**config.mk**
```make
export PLATFORM = sky130hd
export DESIGN_NAME = wdt_ctrl_flat
export DESIGN_NICKNAME = d
export VERILOG_FILES = /design/src/rtl/wdt_pkg.sv /design/src/rtl/wdt_if.sv /design/src/rtl/wdt_sync.sv /design/src/rtl/wdt_ctrl.sv /design/src/flat_wrapper.sv
export SDC_FILE = /design/constraint.sdc
export NUM_CORES = 1
export LEC_CHECK = 0
export CORE_MARGIN = 10
export CORE_UTILIZATION = 44
export DETAILED_ROUTE_END_ITERATION = 16
export GPL_ROUTABILITY_DRIVEN = 1
export PLACE_DENSITY = 0.79
export SYNTH_ARGS = -nofsm -noshare
export SYNTH_HDL_FRONTEND = slang
export SYNTH_HIERARCHICAL = 1
export SYNTH_SLANG_ARGS = --single-unit
```
**constraint.sdc**
```tcl
create_clock -name clk -period 1.6 [get_ports clk]
set_clock_uncertainty 0.1 [all_clocks]
set_input_delay 0.32 -clock clk [delete_from_list [all_inputs] [get_ports clk]]
set_output_delay 0.32 -clock clk [all_outputs]
set_load 0.05 [all_outputs]
```
**src/rtl/wdt_pkg.sv**
```systemverilog
// wdt_pkg: register map, kick FSM states and STATUS bit positions for wdt_ctrl
package wdt_pkg;
    localparam logic [3:0] ADDR_CTRL   = 4'h0;
    localparam logic [3:0] ADDR_KICK   = 4'h4;
    localparam logic [3:0] ADDR_TOCNT  = 4'h8;
    localparam logic [3:0] ADDR_STATUS = 4'hC;
    localparam int ST_PEND = 0;
    localparam int ST_BUSY = 1;
    localparam int ST_WTO  = 2;
    typedef enum logic {IDLE, HOLD} kick_state_e;
endpackage

```
**src/rtl/wdt_if.sv**
```systemverilog
// wdt_if: simple one-cycle request bus with registered read return
interface wdt_if;
    logic        req;
    logic        we;
    logic [3:0]  addr;
    logic [31:0] wdata;
    logic [31:0] rdata;
    logic        rvalid;
    modport master (output req, we, addr, wdata, input rdata, rvalid);
    modport slave (input req, we, addr, wdata, output rdata, rvalid);
endinterface

```
**src/rtl/wdt_sync.sv**
```systemverilog
// wdt_sync: multi-flop synchronizer for a single clk2-domain signal
module wdt_sync #(
    parameter int STAGES = 2
) (
    input  logic clk,
    input  logic rst,
    input  logic d,
    output logic q
);
    logic [STAGES-1:0] chain;
    always_ff @(posedge clk or negedge rst)
        if (!rst) chain <= '0;
        else      chain <= {chain[STAGES-2:0], d};
    assign q = chain[STAGES-1];
endmodule

```
**src/rtl/wdt_ctrl.sv**
```systemverilog
// wdt_ctrl: bus register front-end driving the clk2 watchdog and latching its timeout as irq
module wdt_ctrl
    import wdt_pkg::*;
#(
    parameter int KICK_HOLD   = 8,
    parameter int SYNC_STAGES = 2
) (
    input  logic        clk,
    input  logic        rst,
    wdt_if.slave        bus,
    output logic        WDEN,
    output logic        WDLIVE,
    output logic [31:0] WTOCNT,
    input  logic        WTO,
    output logic        irq
);
    localparam int CW = KICK_HOLD > 1 ? $clog2(KICK_HOLD) : 1;
    kick_state_e state, nstate;
    logic [CW-1:0] cnt, ncnt;
    logic [3:0] word;
    logic wr, rd, wr_ctrl, wr_kick, wr_tocnt, wr_status;
    logic wto_s, wto_d, busy;
    logic [31:0] status, rd_val;
    assign word      = bus.addr & 4'b1100;
    assign wr        = bus.req & bus.we;
    assign rd        = bus.req & ~bus.we;
    assign wr_ctrl   = wr && word == ADDR_CTRL;
    assign wr_kick   = wr && word == ADDR_KICK;
    assign wr_tocnt  = wr && word == ADDR_TOCNT;
    assign wr_status = wr && word == ADDR_STATUS;
    assign busy      = state == HOLD;
    assign WDLIVE    = busy;
    wdt_sync #(.STAGES(SYNC_STAGES)) u_sync (.clk(clk), .rst(rst), .d(WTO), .q(wto_s));
    // Abort beats a same-cycle kick; a kick only counts while the watchdog is enabled
    always_comb begin
        nstate = state;
        ncnt   = cnt;
        if (wr_ctrl && !bus.wdata[0]) begin
            nstate = IDLE;
        end else if (wr_kick && WDEN) begin
            nstate = HOLD;
            ncnt   = CW'(KICK_HOLD - 1);
        end else if (busy) begin
            nstate = cnt == '0 ? IDLE : HOLD;
            ncnt   = cnt == '0 ? cnt : cnt - 1'b1;
        end
    end
    always_comb begin
        status          = '0;
        status[ST_PEND] = irq;
        status[ST_BUSY] = busy;
        status[ST_WTO]  = wto_s;
        rd_val = word == ADDR_CTRL  ? {31'b0, WDEN} :
                 word == ADDR_KICK  ? {31'b0, busy} :
                 word == ADDR_TOCNT ? WTOCNT : status;
    end
    always_ff @(posedge clk or negedge rst)
        if (!rst) begin
            state      <= IDLE;
            cnt        <= '0;
            WDEN       <= 1'b0;
            WTOCNT     <= '0;
            wto_d      <= 1'b0;
            irq        <= 1'b0;
            bus.rvalid <= 1'b0;
            bus.rdata  <= '0;
        end else begin
            state      <= nstate;
            cnt        <= ncnt;
            wto_d      <= wto_s;
            bus.rvalid <= rd;
            if (rd) bus.rdata <= rd_val;
            if (wr_ctrl) WDEN <= bus.wdata[0];
            if (wr_tocnt && !WDEN) WTOCNT <= bus.wdata;
            irq <= (wto_s & ~wto_d) | (irq & ~(wr_status & bus.wdata[ST_PEND]));
        end
endmodule

```
**src/flat_wrapper.sv**
```systemverilog
// flat-port wrapper written by rule: the top's interface ports become plain ports
module wdt_ctrl_flat import wdt_pkg::*;
#(
    parameter int KICK_HOLD   = 8,
    parameter int SYNC_STAGES = 2
)
  (clk, rst, WDEN, WDLIVE, WTOCNT, WTO, irq, bus_req, bus_we, bus_addr, bus_wdata, bus_rdata, bus_rvalid);
  wdt_if bus_i ();
  input  logic clk;
  input  logic rst;
  output logic WDEN;
  output logic WDLIVE;
  output logic [31:0] WTOCNT;
  input  logic WTO;
  output logic irq;
  input wire logic [$bits(bus_i.req)-1:0] bus_req;
  input wire logic [$bits(bus_i.we)-1:0] bus_we;
  input wire logic [$bits(bus_i.addr)-1:0] bus_addr;
  input wire logic [$bits(bus_i.wdata)-1:0] bus_wdata;
  output wire logic [$bits(bus_i.rdata)-1:0] bus_rdata;
  output wire logic [$bits(bus_i.rvalid)-1:0] bus_rvalid;
  assign bus_i.req = bus_req;
  assign bus_i.we = bus_we;
  assign bus_i.addr = bus_addr;
  assign bus_i.wdata = bus_wdata;
  assign bus_rdata = bus_i.rdata;
  assign bus_rvalid = bus_i.rvalid;
  wdt_ctrl #(.KICK_HOLD(KICK_HOLD), .SYNC_STAGES(SYNC_STAGES)) u_core (.clk(clk), .rst(rst), .bus(bus_i), .WDEN(WDEN), .WDLIVE(WDLIVE), .WTOCNT(WTOCNT), .WTO(WTO), .irq(irq));
endmodule
```
==> results.ini <==
[status]
status = complete, no violations

[critical_path]
slowest_delay_ns = 0.43
cp.required_ns = 1.71
crit_type = reg2reg
arrival_ns = 1.63
critPathMaxFanout = 15
crit_chain = nor3_4 > buf_6 > buf_12 > mux2_2
start_kind = register
end_kind = register
critPathTopFamily = flip-flops
crit_buf_inv = 2
slowest_stage = dfrtp_2

[layout]
final_common_cell = dfrtp_1
multi_input_area_um2 = 935.9
n_antenna_cell = 0
layout_common_cells = dfrtp_1, buf_12, clkdlybuf4s50_1
drive_above_1_share = 0.4441
nets = 360
final_area_um2 = 5046
seqCellArea_um2 = 1853
area_delta_synth_final_pct = 74.82
fill_cells = 360

[power]
peakVddDrop_mv = 1.037
p_comb_frac = 0.489
switchingPower_w = 0.003221
clock_power_share = 0.164
power_density_nw_per_um2 = 1642
switching_share = 0.3887
p_int_w = 0.005066
power_frac_seq = 0.347
total_leakage_power_nw = 2.288

[yosys]
postSynthAreaPerCell_um2 = 14.96
netlist_instances = 193
synth_seq_area_share = 0.6415
yosysTopAreaCell = dfrtp_1
yosys.area.top_type_share = 0.6415
ys_warn_count = 6
synth_fp_nets = 236
synth_area_leaders = dfrtp_1, mux2_2, a22o_1
syn_area_um2 = 2887
ys_ff_latch = 74
yosysUniqueCellTypes = 28

[timing]
min_period_ns = 1.524
fin_crit_sh = 0.9528
maxSlewViolCount = 0
final-hold-violation-count = 0
worstMarginPinSlew_ns = 0.3063
finalSetupViolations = 0
setup-tns-final_ns = 0
relSlewSlack = 0.7958
rsz0062_at_grt = no
max_freq_mhz = 656.0

[route]
drt_drc_violations_left = 0
via_per_inst = 5.130
first_pass_iters = 4
drt_wl_total_um = 7926
drt_iter0_drc = 45
ant_nets = 0
wl_per_cell_um = 19.86
dr_total_vias = 2047

[floorplanning]
rows = 29
die_y_um = 101.0
die_width_um = 101.0
dieArea_um2 = 10200
pin_count = 109
coreArea_um2 = 6350
start_util = 0.4546

[placement]
gp_congestion = 0.7934
hpwlAfterDp_um = 6203
postPlaceCellArea_um2 = 4805
port_buffers = 106

[clock_tree]
clk_path_buf_depth = 2
root_buffer = clkbuf_8
htree_num_levels = 3
clock_latency_ns = 0.33
path_clk_slew_ns = 0.07
tritoncts = yes
cts_buffers = 9
clkSinkCount = 74

[global_routing]
grt_pass1_wl_um = 12850
grt_max_degree = 36
track_usage = 0.1602
antenna_found_initial = 0
grt_pass1_vias = 2358
grt_overflow = 0

[min_path]
min_path_type = reg2reg

[flow_run]
drv_cap = 0

worst reg2reg max path: stages (launching register included):
cell     delay [ns]
dfrtp_2        0.43
nor3_4         0.24
buf_6          0.15
buf_12         0.14
mux2_2         0.35
kinds of logic after synthesis:
family,count (synthesis),synth area share
simple gates,17,0.03771
buf+inv,19,0.03771
compound gates,42,0.1192
mux,39,0.1552
flops,74,0.6415
fa+ha+maj,2,0.008668
per-layer routing:
metal	routed length [um]	global-route usage	vias up
met5	0	0	-
met4	156	0.07074	0
met3	632	0.05487	11
met2	4178	0.2717	77
met1	2959	0.1775	1017
li1	-	-	942
power groups by stage:
stage	Clock, W	Sequential [W]	Combinational, W
after floorplan	0	0.00406	0.000597
after CTS	0.00139	0.00289	0.00411
after detailed placement	0	0.00292	0.00408
final	0.00136	0.00288	0.00405
after global routing	0.00147	0.00295	0.00423
after global placement	0	0.00287	0.00401
sequential cells by signal, indices dropped and copies added, names as in the netlist:
signal,flops
u_core/irq,1
u_core/WDLIVE,1
u_core/bus.rdata,32
u_core/WDEN,1
u_core/bus.rvalid,1
u_core/u_sync/chain,2
u_core/wto_d,1
u_core/WTOCNT,32
u_core/cnt,3
final cells by class:
class,count,area share
timing repair buffer,126,0.3871
sequential,74,0.3672
multi-input combinational,100,0.1855
clock buffer,10,0.02529
tap,77,0.01909
clock inverter,6,0.01141
inverter,6,0.004463
cell usage after synthesis (all sizes together):
master / count
nand3: 1
nand2b: 2
a211oi: 2
nor2: 1
and2: 1
nor2b: 1
a21boi: 2
and3b: 1
ha: 2
mux4: 1
o21ai: 4
buf: 8
a22o: 29
a21oi: 4
and4bb: 1
nand2: 8
inv: 6
mux2i: 5
a21o: 1
dfrtp: 74
clkbuf: 5
nor3: 1
mux2: 33
stage by stage:
step | setup slack (ns) | hold slack (ns) | utilization | cells | power [W]
floorplan | 0.02932 | -0.07559 | - | 193 | 0.004657
global placement | -0.3873 | 0.1329 | 0.7567 | 380 | 0.006886
detailed placement | -0.4220 | 0.1325 | 0.7567 | 380 | 0.007007
CTS | 0.05842 | 0.2547 | 0.7947 | 399 | 0.008382
global route | 0.0007749 | 0.2562 | 0.7947 | 399 | 0.008652
finish | 0.07559 | 0.2538 | 0.7947 | 399 | 0.008287
path summary, 6_finish.rpt:
kind	startpoint	endpoint	slack, ns	cells past startpoint
min	u_core/u_sync/chain[0]	u_core/u_sync/chain[1]	0.25	0
min reg2reg	u_core/u_sync/chain[0]	u_core/u_sync/chain[1]	0.25	0
max reg2reg	u_core/WDEN	u_core/WTOCNT[29]	0.08	4
max	u_core/WDEN	u_core/WTOCNT[29]	0.08	4
min in group asynchronous	rst	u_core/WDLIVE	0.32	2
max in group asynchronous	rst	u_core/bus.rdata[3]	0.53	3
what timing repair did:
action,CTS,global route
hold buffers,1,0
buffers inserted,1,0
resized for setup,7,0
setup endpoints to repair,35,0
hold endpoints to repair,21,0
Note: power is estimated with default switching activity, not from simulation.
